<file path="src/rtl/uart_tx_buffered_pkg.sv">
// Shared definitions for the buffered UART transmitter: serializer state
// encodings, the UART store address, the default baud divisor and a parity helper.
package uart_tx_buffered_pkg;

    typedef enum logic [2:0] {
        UART_ST_IDLE   = 3'd0,
        UART_ST_START  = 3'd1,
        UART_ST_DATA   = 3'd2,
        UART_ST_PARITY = 3'd3,
        UART_ST_STOP   = 3'd4
    } uart_state_e;

    localparam logic [31:0] UART_ADDR = 32'h1000_0000;

    // 50 MHz core clock divided down to 115200 baud.
    localparam int UART_DEFAULT_CLKS_PER_BIT = 434;

    function automatic logic even_parity(input logic [7:0] b);
        return ^b;
    endfunction

endpackage

</file>
<file path="src/rtl/uart_tx_buffered_sync_fifo.sv">
// Synchronous circular-buffer FIFO. Pushes while full and pops while empty are ignored.
// The read data is the entry at the read pointer and is valid whenever empty is low.
module uart_tx_buffered_sync_fifo #(
    parameter int WIDTH = 8,
    parameter int DEPTH = 16,
    localparam int AW   = $clog2(DEPTH)
) (
    input  logic             clk,
    input  logic             rst_n,
    input  logic             push,
    input  logic [WIDTH-1:0] push_data,
    input  logic             pop,
    output logic [WIDTH-1:0] pop_data,
    output logic             full,
    output logic             empty,
    output logic [AW:0]      count
);

    logic [WIDTH-1:0] mem [DEPTH];
    logic [AW-1:0]    wr_ptr;
    logic [AW-1:0]    rd_ptr;
    logic             push_ok;
    logic             pop_ok;

    // Both flags come from the registered count, so a pop in the same cycle
    // never makes room for a push that arrives while full.
    assign full     = (count == (AW+1)'(DEPTH));
    assign empty    = (count == '0);
    assign push_ok  = push && !full;
    assign pop_ok   = pop && !empty;
    assign pop_data = mem[rd_ptr];

    always_ff @(posedge clk) begin
        if (push_ok) begin
            mem[wr_ptr] <= push_data;
        end
    end

    always_ff @(posedge clk or negedge rst_n) begin
        if (!rst_n) begin
            wr_ptr <= '0;
            rd_ptr <= '0;
            count  <= '0;
        end else begin
            if (push_ok) begin
                wr_ptr <= wr_ptr + AW'(1);
            end
            if (pop_ok) begin
                rd_ptr <= rd_ptr + AW'(1);
            end
            case ({push_ok, pop_ok})
                2'b10:   count <= count + (AW+1)'(1);
                2'b01:   count <= count - (AW+1)'(1);
                default: count <= count;
            endcase
        end
    end

endmodule

</file>
<file path="src/rtl/uart_tx_buffered.sv">
// Buffered UART transmitter: CPU stores queue in a FIFO and are serialized LSB first.
// 8N1 by default; defining UART_TX_PARITY_EN inserts an even-parity bit (8E1).
module uart_tx_buffered
    import uart_tx_buffered_pkg::*;
#(
    parameter int CLKS_PER_BIT = UART_DEFAULT_CLKS_PER_BIT,
    parameter int DEPTH        = 16,
    localparam int AW          = $clog2(DEPTH),
    localparam int CW          = $clog2(CLKS_PER_BIT)
) (
    input  logic        clk,
    input  logic        rst_n,
    input  logic        wr_en,
    input  logic [7:0]  wr_data,
    input  logic        ovf_clr,
    output logic        tx,
    output logic        full,
    output logic [AW:0] level,
    output logic        busy,
    output logic        overflow
);

    uart_state_e  state;
    logic [CW-1:0] baud_cnt;
    logic [2:0]    bit_idx;
    logic [7:0]    shift;
    logic [7:0]    fifo_data;
    logic          fifo_empty;
    logic          baud_done;
    logic          pop;
`ifdef UART_TX_PARITY_EN
    logic          par;
`endif

    assign baud_done = (baud_cnt == CW'(CLKS_PER_BIT - 1));
    // A new byte is taken either from idle or exactly at the end of a stop bit,
    // which is what keeps back-to-back frames contiguous.
    assign pop  = !fifo_empty && ((state == UART_ST_IDLE) || ((state == UART_ST_STOP) && baud_done));
    assign busy = (state != UART_ST_IDLE) || !fifo_empty;

    uart_tx_buffered_sync_fifo #(
        .WIDTH (8),
        .DEPTH (DEPTH)
    ) u_fifo (
        .clk       (clk),
        .rst_n     (rst_n),
        .push      (wr_en),
        .push_data (wr_data),
        .pop       (pop),
        .pop_data  (fifo_data),
        .full      (full),
        .empty     (fifo_empty),
        .count     (level)
    );

    always_ff @(posedge clk or negedge rst_n) begin
        if (!rst_n) begin
            overflow <= 1'b0;
        end else if (wr_en && full) begin
            overflow <= 1'b1;
        end else if (ovf_clr) begin
            overflow <= 1'b0;
        end
    end

    always_ff @(posedge clk or negedge rst_n) begin
        if (!rst_n) begin
            state    <= UART_ST_IDLE;
            baud_cnt <= '0;
            bit_idx  <= '0;
            shift    <= '0;
            tx       <= 1'b1;
`ifdef UART_TX_PARITY_EN
            par      <= 1'b0;
`endif
        end else begin
            case (state)
                UART_ST_IDLE: begin
                    baud_cnt <= '0;
                    tx       <= 1'b1;
                    if (pop) begin
                        shift <= fifo_data;
`ifdef UART_TX_PARITY_EN
                        par   <= even_parity(fifo_data);
`endif
                        tx    <= 1'b0;
                        state <= UART_ST_START;
                    end
                end
                UART_ST_START: begin
                    if (baud_done) begin
                        baud_cnt <= '0;
                        bit_idx  <= '0;
                        tx       <= shift[0];
                        state    <= UART_ST_DATA;
                    end else begin
                        baud_cnt <= baud_cnt + CW'(1);
                    end
                end
                UART_ST_DATA: begin
                    if (baud_done) begin
                        baud_cnt <= '0;
                        if (bit_idx == 3'd7) begin
`ifdef UART_TX_PARITY_EN
                            tx    <= par;
                            state <= UART_ST_PARITY;
`else
                            tx    <= 1'b1;
                            state <= UART_ST_STOP;
`endif
                        end else begin
                            bit_idx <= bit_idx + 3'd1;
                            shift   <= shift >> 1;
                            tx      <= shift[1];
                        end
                    end else begin
                        baud_cnt <= baud_cnt + CW'(1);
                    end
                end
`ifdef UART_TX_PARITY_EN
                UART_ST_PARITY: begin
                    if (baud_done) begin
                        baud_cnt <= '0;
                        tx       <= 1'b1;
                        state    <= UART_ST_STOP;
                    end else begin
                        baud_cnt <= baud_cnt + CW'(1);
                    end
                end
`endif
                UART_ST_STOP: begin
                    if (baud_done) begin
                        baud_cnt <= '0;
                        if (pop) begin
                            shift <= fifo_data;
`ifdef UART_TX_PARITY_EN
                            par   <= even_parity(fifo_data);
`endif
                            tx    <= 1'b0;
                            state <= UART_ST_START;
                        end else begin
                            tx    <= 1'b1;
                            state <= UART_ST_IDLE;
                        end
                    end else begin
                        baud_cnt <= baud_cnt + CW'(1);
                    end
                end
                default: begin
                    baud_cnt <= '0;
                    tx       <= 1'b1;
                    state    <= UART_ST_IDLE;
                end
            endcase
        end
    end

endmodule

</file>
<file path="config.mk">
export PLATFORM = sky130hd
export DESIGN_NAME = uart_tx_buffered
export DESIGN_NICKNAME = d
export VERILOG_FILES = /design/src/rtl/uart_tx_buffered_pkg.sv /design/src/rtl/uart_tx_buffered_sync_fifo.sv /design/src/rtl/uart_tx_buffered.sv
export SDC_FILE = /design/constraint.sdc
export NUM_CORES = 1
export LEC_CHECK = 0
export ABC_CLOCK_PERIOD_IN_PS = 3500
export CAP_MARGIN = 5
export CORE_ASPECT_RATIO = 0.8
export CORE_MARGIN = 1
export CORE_UTILIZATION = 36
export DETAILED_ROUTE_END_ITERATION = 10
export GPL_ROUTABILITY_DRIVEN = 0
export PLACE_DENSITY_LB_ADDON = 0.3
export SKIP_CTS_REPAIR_TIMING = 1
export SYNTH_ARGS = -nofsm -noshare
export SYNTH_HDL_FRONTEND = slang
export SYNTH_SLANG_ARGS = --single-unit
</file>
<file path="constraint.sdc">
create_clock -name clk -period 3.5 [get_ports clk]
set_clock_uncertainty 0.2 [all_clocks]
set_input_delay 0.35 -clock clk [delete_from_list [all_inputs] [get_ports clk]]
set_output_delay 0.35 -clock clk [all_outputs]
set_load 0.05 [all_outputs]
</file>
-- After elaboration in Yosys (flattened, before gate mapping)
Memories as Yosys holds them, arrays and structs flattened.
Cells that the tools add are included.
Widths: inputs -> output; s select.
- flip-flop bits (word level): 38
- memory bits (writable): 128
- input bits: 12
- output and inout bits: 9
- word-level logic and storage cells: 80
- memories: 1
- memory list (name ; depth ; bits a word ; read ports ; clocked after memory_dff ; wr ports ; RTL line ; RTL):
    u_fifo.mem ; 16 ; 8 ; 1 ; 0 ; 1 ; uart_tx_buffered_sync_fifo.sv:19 ; logic [WIDTH-1:0] mem [DEPTH];
- $add $sub $neg: 6
- eq/ne operators: 14
- muxes and demuxes: 29
- reductions and logical operators: 21
- operators by type and width (operator ; number):
    $mux 8 ; 4
    $mux 3 ; 8
    $pmux 8 s3 ; 1
    $mux 9 ; 2
    $pmux 3 s4 ; 1
    $mux 1 ; 10
    $ne 2x2->1 const B ; 5
    $pmux 5 s2 ; 1
    $add 9x1->9 const B ; 1
    $eq 9x9->1 const B ; 1
    $add 4x1->4 const B ; 2
    $reduce_and 4->1 ; 2
    $eq 3x3->1 const B ; 2
    $pmux 3 s2 ; 1
    $reduce_bool 2->1 ; 3
    $reduce_bool 3->1 ; 2
    $add 5x1->5 const B ; 1
    $eq 5x5->1 const B ; 1
    $logic_and 1x1->1 ; 5
    $logic_not 5->1 ; 1
    $reduce_and 5->1 ; 1
    $sub 5x1->5 const B ; 1
    $pmux 1 s4 ; 1
    $add 3x1->3 const B ; 1
    other kinds (10) ; 12

-- Longest topological paths before layout
Gate-level depths: netlist of the first run.
- depth after elaboration: 7
- depth in mapped cells: 14

-- Cells and area by module
A second synthesis of the first run with hierarchy kept.
- cell total of the unflattened synthesis: 453
- area, all modules: 7101.8 µm²
- modules (own cells, without submodules) (module ; instances ; cells each ; area each (µm²)):
    uart_tx_buffered_sync_fifo ; 1 ; 332 ; 5779.3
    uart_tx_buffered ; 1 ; 121 ; 1322.5

-- Worst setup path after synthesis of the first run
No wires, ideal clock.
- path kind: register -> register
- start: register u_fifo.count[0]
- end: register u_fifo.count[4]
- library setup time: 0.082 ns
- data arrival time: 2.810 ns
- data required time: 3.218 ns
- slack: 0.408 ns
- stages on the path, launching flop included: 14
- cell sequence: dfrtp_1 -> nor4_1 -> nand2_1 -> and2_1 -> clkbuf_1 -> inv_1 -> ha_1 -> inv_1 -> fa_1 -> nor2b_1 -> o21ai_0 -> and3_1 -> nor3_1 -> xor2_1
- word-level cells in the longest chain between the ends: 6
- ends and longest elaborated chain (element ; RTL line ; RTL):
    from (decl) ; uart_tx_buffered_sync_fifo.sv:16 ; output logic [AW:0] count
    from (signal assigned) ; uart_tx_buffered_sync_fifo.sv:52 ; 2'b10: count <= count + (AW+1)'(1);
    from (signal assigned) ; uart_tx_buffered_sync_fifo.sv:53 ; 2'b01: count <= count - (AW+1)'(1);
    from (signal assigned) ; uart_tx_buffered_sync_fifo.sv:54 ; default: count <= count;
    $logic_not 5->1 ; uart_tx_buffered_sync_fifo.sv:28 ; assign empty = (count == '0);
    $logic_not 1->1 ; uart_tx_buffered_sync_fifo.sv:30, uart_tx_buffered.sv:38 ;
    $logic_and 1x1->1 ; uart_tx_buffered.sv:38 ; assign pop = !fifo_empty && ((state == UART_ST_IDLE) || ((state == UART_ST_STOP) && baud_done));
    $logic_and 1x1->1 ; uart_tx_buffered_sync_fifo.sv:30 ; assign pop_ok = pop && !empty;
    $eq 2x1->1 / $eq 2x2->1 (equally long branches) ; uart_tx_buffered_sync_fifo.sv:51 ; case ({push_ok, pop_ok})
    $pmux 5 s2 / $reduce_bool 2->1 (equally long branches) ; - ;
Parallel ways exist; a longest one is shown, timed or not.
A chain may end at the register's enable or synchronous reset.

-- Worst setup path in the final report of the first run
- start: register u_fifo.count[1]
- end: output port busy
- word-level cells in the longest chain between the ends: 3
- ends and longest elaborated chain (element ; RTL line ; RTL):
    $logic_not 5->1 ; uart_tx_buffered_sync_fifo.sv:28 ;
    $logic_not 1->1 ; uart_tx_buffered.sv:39 ; assign busy = (state != UART_ST_IDLE) || !fifo_empty;
    $logic_or 1x1->1 ; uart_tx_buffered.sv:39 ;
    to (decl) ; uart_tx_buffered.sv:19 ; output logic busy,
No other way between the ends.

==> impl_metrics.py, run 1 <==
metrics = {
    "timing": {
        "count_of_final_setup_violators": 0,
        "fmax_ghz": 0.307,
        "worst-slew-pin-transition_ns": 1.22,
        "worst_slew_margin_relative_to_its_limit_pct": 18.0,
        "timing_max_transition_violations_final": 0,
        "timing.final.crit_share_pct": 93.1,
        "final-hold-violation-count": 0,
        "final_period_minus_worst_setup_slack_ns": 3.26,
    },
    "finish": {
        "area.growth.synth_to_final_pct": 18.0,
        "commonest_cells_after_routing_fill_and_taps_aside": "sky130_fd_sc_hd__edfxtp_1, sky130_fd_sc_hd__dfrtp_1, sky130_fd_sc_hd__nor2_1",
        "drive_gt1_share_pct": 18.7,
        "layout.cells.most_common": "sky130_fd_sc_hd__edfxtp_1",
        "filler_cell_count": 1704,
        "area.sequential_um2": 4800,
        "multi_input_comb_area_um2": 2030,
        "final_util_pct": 43.3,
        "instances_no_fill": 729,
        "design.final.nets": 484,
        "antenna-diode-count": 0,
    },
    "clock_network": {
        "cts.sink_count": 166,
        "clk-insertion-delay-late_ns": 0.43,
        "root_buffer": "sky130_fd_sc_hd__clkbuf_16",
        "cts.htree.levels": 4,
        "cts_inserted_buffers": 17,
        "path_clk_slew_ns": 0.07,
        "tritoncts": "built",
        "cts_max_path_buffers": 2,
    },
    "outcome": {
        "run_status": "finished, final reports clean",
    },
    "route": {
        "wl_per_cell_um": 18.6,
        "vias_per_cell": 5.07,
        "routed_wirelength_mm": 13.6,
        "dr_total_vias": 3694,
        "drt.antenna.violating_nets": 0,
        "initialDrtViolationCount": 296,
        "remaining_drc_errors": 0,
        "drtPass1Iterations": 4,
    },
    "synthesis": {
        "synthCells": 414,
        "synth.area.mux_share_pct": 13.3,
        "syn_area_per_cell_um2": 16.8,
        "syn-cell-area_um2": 6960,
        "synth_adder_area_share_pct": 2.63,
        "yosys.area_share.simple_pct": 6.51,
        "synth.lib_cells_used.distinct": 44,
        "largest_family_of_logic_cells_by_synthesized_area": "multiplexers",
        "synth_warnings": 0,
        "synth_sequential_area_ratio_pct": 68.9,
        "synth-xor-area-share_pct": 2.14,
        "synth_compound_area_share_pct": 4.39,
        "synthesis.nets": 440,
        "synth-seq-cells": 166,
    },
    "worst_hold_path": {
        "type_of_the_tightest_min_delay_check": "flip-flop to flip-flop",
    },
    "placement": {
        "place.detailed.hpwl_mm": 8.92,
        "io_buffers": 20,
        "post-place-cells": 694,
    },
    "grt": {
        "gr-usage-all-layers_pct": 15.1,
        "grt_pass1_wl_mm": 22.0,
        "number_of_antenna_violations_at_the_first_check_in_global_routing": 0,
        "grt-ovfl-total": 0,
        "pin_count_of_the_biggest_net_entering_global_routing": 39,
        "number_of_global_route_vias_before_repair": 3867,
    },
    "flow_run": {
        "maxCapViolCount": 0,
    },
    "setup_path": {
        "critPathCaptureType": "primary output",
        "worstPathCellList": "nor4_1, nand2b_1, or4_1, clkdlybuf4s50_1",
        "worstPathBufferInverterCount": 1,
        "cp_slowest_stage_delay_ns": 0.72,
        "cp_top_family": "simple AND/OR/NAND/NOR gates",
        "cp-start-kind": "flip-flop",
        "worst-path-max-fanout": 5,
        "critical_path_required_ns": 2.95,
        "critical_path_arrival_ns": 2.71,
        "cp_slowest_cell": "sky130_fd_sc_hd__clkdlybuf4s50_1",
        "crit_type": "flip-flop to primary output",
    },
    "pwr": {
        "fin_total_pwr_mw": 6.43,
        "worst_ir_drop_vdd_v": 0.000388,
        "p_per_area_nw_per_um2": 783,
        "power.leakage_nw": 2.93,
    },
    "floorplanning": {
        "design.core.area_um2": 19000,
        "boundaryPins": 21,
        "start_util_pct": 36.7,
        "num_rows": 45,
        "floorplan.die_area_um2": 19900,
        "die_x_um": 157,
        "die_h_um": 126,
    },
}
[layout make-up]
type                            instances  share of cell area [%]
Sequential cell                       166                    58.4
Clock buffer                           17                    5.18
Timing Repair Buffer                   44                    4.76
Clock inverter                         15                    2.32
Inverter                               13                   0.625
Tap cell                              258                    3.93
Multi-Input combinational cell        216                    24.7
[synth_stat cells (all sizes together)]
master	number	area [um2]
a21o	3	23.8
a21oi	13	65.1
a221oi	2	17.5
a22o	3	26.3
a22oi	1	7.51
a2bb2oi	6	52.6
a31oi	1	6.26
a32oi	1	16.3
and2	2	12.5
and3	2	12.5
buf	7	55.1
clkbuf	12	45.0
dfrtp	37	926
dfstp	1	26.3
edfxtp	128	3840
fa	1	20.0
ha	13	163
inv	13	48.8
mux2i	4	40.0
mux4	37	882
nand2	30	113
nand2b	5	31.3
nand3	6	30.0
nand4	1	6.26
nand4b	1	8.76
nor2	33	124
nor2b	2	12.5
nor3	8	40.0
nor3b	2	15.0
nor4	2	12.5
o211ai	1	7.51
o21ai	12	60.1
o22ai	1	6.26
o41ai	1	16.3
or3	2	12.5
or4	3	22.5
xnor2	11	96.3
xor2	6	52.6
[cell families after synthesis]
kind of cell	count (synthesis)
buf+inv	32
mux	41
simple gates	99
xor+xnor	17
compound gates	45
fa+ha+maj	14
flops	166
[power by group]
group          switching [mW]  internal [mW]
clock                   0.837           1.08
sequential              0.257           2.45
combinational           0.940          0.862
total                    2.03           4.39
[path summary, 6_finish.rpt]
path / endpoint / slack [ns] / depth (start not counted) / start
max: busy / 0.24 / 4 / u_fifo.count[1]$_DFFE_PN0P_
min: baud_cnt[0]$_DFF_PN0_ / 0.29 / 1 / baud_cnt[0]$_DFF_PN0_
max reg2reg: u_fifo.count[4]$_DFFE_PN0P_ / 0.25 / 14 / baud_cnt[1]$_DFF_PN0_
min reg2reg: baud_cnt[0]$_DFF_PN0_ / 0.29 / 1 / baud_cnt[0]$_DFF_PN0_
max in group asynchronous: u_fifo.rd_ptr[0]$_DFFE_PN0P_ / 2.13 / 2 / rst_n
min in group asynchronous: u_fifo.count[2]$_DFFE_PN0P_ / 0.36 / 2 / rst_n
[per-stage QoR]
step | TNS, ns | setup slack (ns) | cell area, um2 | hold WS (ns)
final | 0 | 0.243 | 8210 | 0.295
after global routing | -0.0290 | -0.0290 | 8210 | 0.313
after CTS | 0 | 0.142 | 8160 | -0.146
after detailed placement | 0 | 0.188 | 7550 | 0.280
after global placement | 0 | 0.346 | 7550 | 0.270
after floorplan | 0 | 0.408 | 6960 | -0.146
[registers in the layout (all words and copies together) (netlist names), 3 cells and up]
signal / count
shift: 8
state: 3
u_fifo.rd_ptr: 4
u_fifo.mem: 128
u_fifo.count: 5
bit_idx: 3
u_fifo.wr_ptr: 4
baud_cnt: 9
[metal layers]
layer	global-route usage, %	vias up	wire length, um
met1	21.7	1923	6570
met4	4.91	0	189
met2	22.3	67	6280
li1	-	1689	-
met3	3.83	15	541
met5	0	-	0
No activity file was read; power rests on OpenSTA's default activity.
==> run 2, diff against run 1 <==
--- a/config.mk
+++ b/config.mk
@@ -13,6 +13,7 @@
 export DETAILED_ROUTE_END_ITERATION = 10
 export GPL_ROUTABILITY_DRIVEN = 0
 export PLACE_DENSITY_LB_ADDON = 0.3
+export RECOVER_POWER = 50
 export SKIP_CTS_REPAIR_TIMING = 1
 export SYNTH_ARGS = -nofsm -noshare
 export SYNTH_HDL_FRONTEND = slang
==> run 2 against run 1 <==
Against the previous run: the run now ends with max-capacitance violations, max-slew violations left; first-iteration DRC count is the same; non-clock buffer count unchanged; via count stayed put; sequential share of layout area barely moved; register-to-register slack about the same; routed wire length barely moved; utilization about the same; worst setup slack hardly changed; hold slack did not move; fmax about the same; sequential cell count unchanged; power barely moved; largest cell class unchanged.
==> impl_metrics.py, run 2 (synthesis results as in run 1) <==
metrics = {
    "worst_hold_path": {
        "type_of_the_tightest_min_delay_check": "flip-flop to flip-flop",
        "worst_hold_path.num_cells": 1,
    },
    "clock_network": {
        "clk-insertion-delay-late_ns": 0.43,
        "cts_inserted_buffers": 17,
        "cts_max_path_buffers": 2,
        "path_clk_slew_ns": 0.07,
        "tritoncts": "built",
        "root_buffer": "sky130_fd_sc_hd__clkbuf_16",
        "cts.htree.levels": 4,
        "cts.sink_count": 166,
    },
    "placement": {
        "io_buffers": 20,
        "place.detailed.hpwl_mm": 8.92,
        "placedInstanceArea_um2": 7550,
    },
    "timing": {
        "final-hold-violation-count": 0,
        "fmax_ghz": 0.307,
        "count_of_final_setup_violators": 0,
        "worst_slew_margin_relative_to_its_limit_pct": -38.5,
        "final_period_minus_worst_setup_slack_ns": 3.26,
        "worst-slew-pin-transition_ns": 2.08,
        "timing_max_transition_violations_final": 39,
        "timing.final.crit_share_pct": 93.1,
    },
    "setup_path": {
        "critical_path_arrival_ns": 2.71,
        "cp_slowest_cell": "sky130_fd_sc_hd__clkdlybuf4s50_1",
        "cp_slowest_stage_delay_ns": 0.72,
        "critical_path_required_ns": 2.95,
        "worst-path-max-fanout": 5,
        "timing.reg2reg.worst_path_depth": 14,
        "crit_type": "flip-flop to primary output",
        "worstPathCellList": "nor4_1, nand2b_1, or4_1, clkdlybuf4s50_1",
        "critical_path_stages": 4,
        "cp_top_family": "simple AND/OR/NAND/NOR gates",
        "worstPathBufferInverterCount": 1,
        "cp-start-kind": "flip-flop",
        "critPathCaptureType": "primary output",
    },
    "pwr": {
        "p_per_area_nw_per_um2": 783,
        "fin_total_pwr_mw": 6.42,
        "worst_ir_drop_vdd_v": 0.000387,
        "power.leakage_nw": 2.92,
    },
    "finish": {
        "drive_gt1_share_pct": 18.5,
        "antenna-diode-count": 0,
        "layout.cells.most_common": "sky130_fd_sc_hd__edfxtp_1",
        "commonest_cells_after_routing_fill_and_taps_aside": "sky130_fd_sc_hd__edfxtp_1, sky130_fd_sc_hd__dfrtp_1, sky130_fd_sc_hd__nor2_1",
        "biggestRegsByFlops": "u_fifo.mem x128, baud_cnt x9, shift x8",
        "max_flop_register": "u_fifo.mem",
        "area.growth.synth_to_final_pct": 18.0,
        "filler_cell_count": 1704,
        "largest_reg_flops": 128,
        "design.final.nets": 484,
        "finished_layout_cell_area_um2": 8210,
    },
    "floorplanning": {
        "num_rows": 45,
        "die_x_um": 157,
        "die_h_um": 126,
        "boundaryPins": 21,
        "design.core.area_um2": 19000,
        "start_util_pct": 36.7,
        "floorplan.die_area_um2": 19900,
    },
    "flow_run": {
        "maxCapViolCount": 1,
    },
    "outcome": {
        "failed_checks": "max-capacitance violations, max-slew violations",
        "run_status": "finished with violations",
    },
    "grt": {
        "grt_pass1_wl_mm": 22.0,
        "pin_count_of_the_biggest_net_entering_global_routing": 39,
        "number_of_antenna_violations_at_the_first_check_in_global_routing": 0,
        "gr-usage-all-layers_pct": 15.1,
        "grt-ovfl-total": 0,
        "number_of_global_route_vias_before_repair": 3867,
    },
    "route": {
        "routed_wirelength_mm": 13.6,
        "wl_per_cell_um": 18.6,
        "dr_total_vias": 3694,
        "initialDrtViolationCount": 296,
        "remaining_drc_errors": 0,
        "drt.antenna.violating_nets": 0,
        "vias_per_cell": 5.07,
        "drtPass1Iterations": 4,
    },
}
==> run 2: changes by cell type in the layout (fill, tap and decap cells not counted), sizes merged <==
cell / change
buf: -1
clkbuf: +1
clkdlybuf4s50: -8
dlygate4sd3: +8
==> run 2: power by group <==
| group | internal (mW) | total (mW) | switching [mW] | leakage [nW] |
|---|---|---|---|---|
| clock | 1.08 | 1.92 | 0.837 | 0.298 |
| sequential | 2.45 | 2.70 | 0.256 | 1.62 |
| combinational | 0.860 | 1.80 | 0.940 | 1.00 |
==> run 2: area by class of cell <==
cell class | instances | area (um2) | share of cell area [%]
flip-flops and latches | 166 | 4800 | 58.5
repair buffers | 44 | 389 | 4.74
clock buffers | 17 | 425 | 5.18
well taps | 258 | 323 | 3.93
clock inverters | 15 | 190 | 2.32
inverters | 13 | 51.3 | 0.625
multi-input cells | 216 | 2030 | 24.7
==> run 2: final timing paths <==
check / startpoint / to / slack [ns]
max in group asynchronous: rst_n / u_fifo.rd_ptr[0]$_DFFE_PN0P_ / 0.90
min in group asynchronous: rst_n / u_fifo.count[2]$_DFFE_PN0P_ / 0.85
setup / recovery: u_fifo.count[1]$_DFFE_PN0P_ / busy / 0.24
setup reg to reg: baud_cnt[1]$_DFF_PN0_ / u_fifo.count[4]$_DFFE_PN0P_ / 0.25
hold / removal: baud_cnt[0]$_DFF_PN0_ / baud_cnt[0]$_DFF_PN0_ / 0.29
hold reg to reg: baud_cnt[0]$_DFF_PN0_ / baud_cnt[0]$_DFF_PN0_ / 0.29
==> run 2: worst register-to-register path, stage by stage (launching register included) <==
cell and delay [ns]:
sky130_fd_sc_hd__dfrtp_1 0.40, sky130_fd_sc_hd__inv_1 0.06, sky130_fd_sc_hd__ha_1 0.14, sky130_fd_sc_hd__nand4b_1 0.22, sky130_fd_sc_hd__o41ai_4 0.42, sky130_fd_sc_hd__nand3_2 0.18
sky130_fd_sc_hd__inv_4 0.12, sky130_fd_sc_hd__ha_2 0.22, sky130_fd_sc_hd__inv_1 0.08, sky130_fd_sc_hd__fa_1 0.40, sky130_fd_sc_hd__nor2b_1 0.12, sky130_fd_sc_hd__o21ai_0 0.10
sky130_fd_sc_hd__and3_1 0.19, sky130_fd_sc_hd__nor3_1 0.17, sky130_fd_sc_hd__xor2_1 0.16
==> run 2: through the flow <==
stage | utilization, % | hold WS, ns | cells | worst slack, ns | TNS [ns]
final | 43.3 | 0.295 | 729 | 0.243 | 0
after global routing | 43.3 | 0.313 | 729 | -0.0290 | -0.0290
after detailed placement | 39.8 | 0.280 | 694 | 0.188 | 0
after global placement | 39.8 | 0.270 | 694 | 0.346 | 0
after floorplan | - | -0.146 | 414 | 0.408 | 0
after CTS | 43.0 | -0.146 | 726 | 0.142 | 0
==> run 2: layer usage <==
layer	global-route usage (%)	vias to the layer above	routed length, um
met4	4.91	0	189
met2	22.3	67	6280
li1	-	1689	-
met3	3.83	15	542
met5	0	-	0
met1	21.7	1923	6560
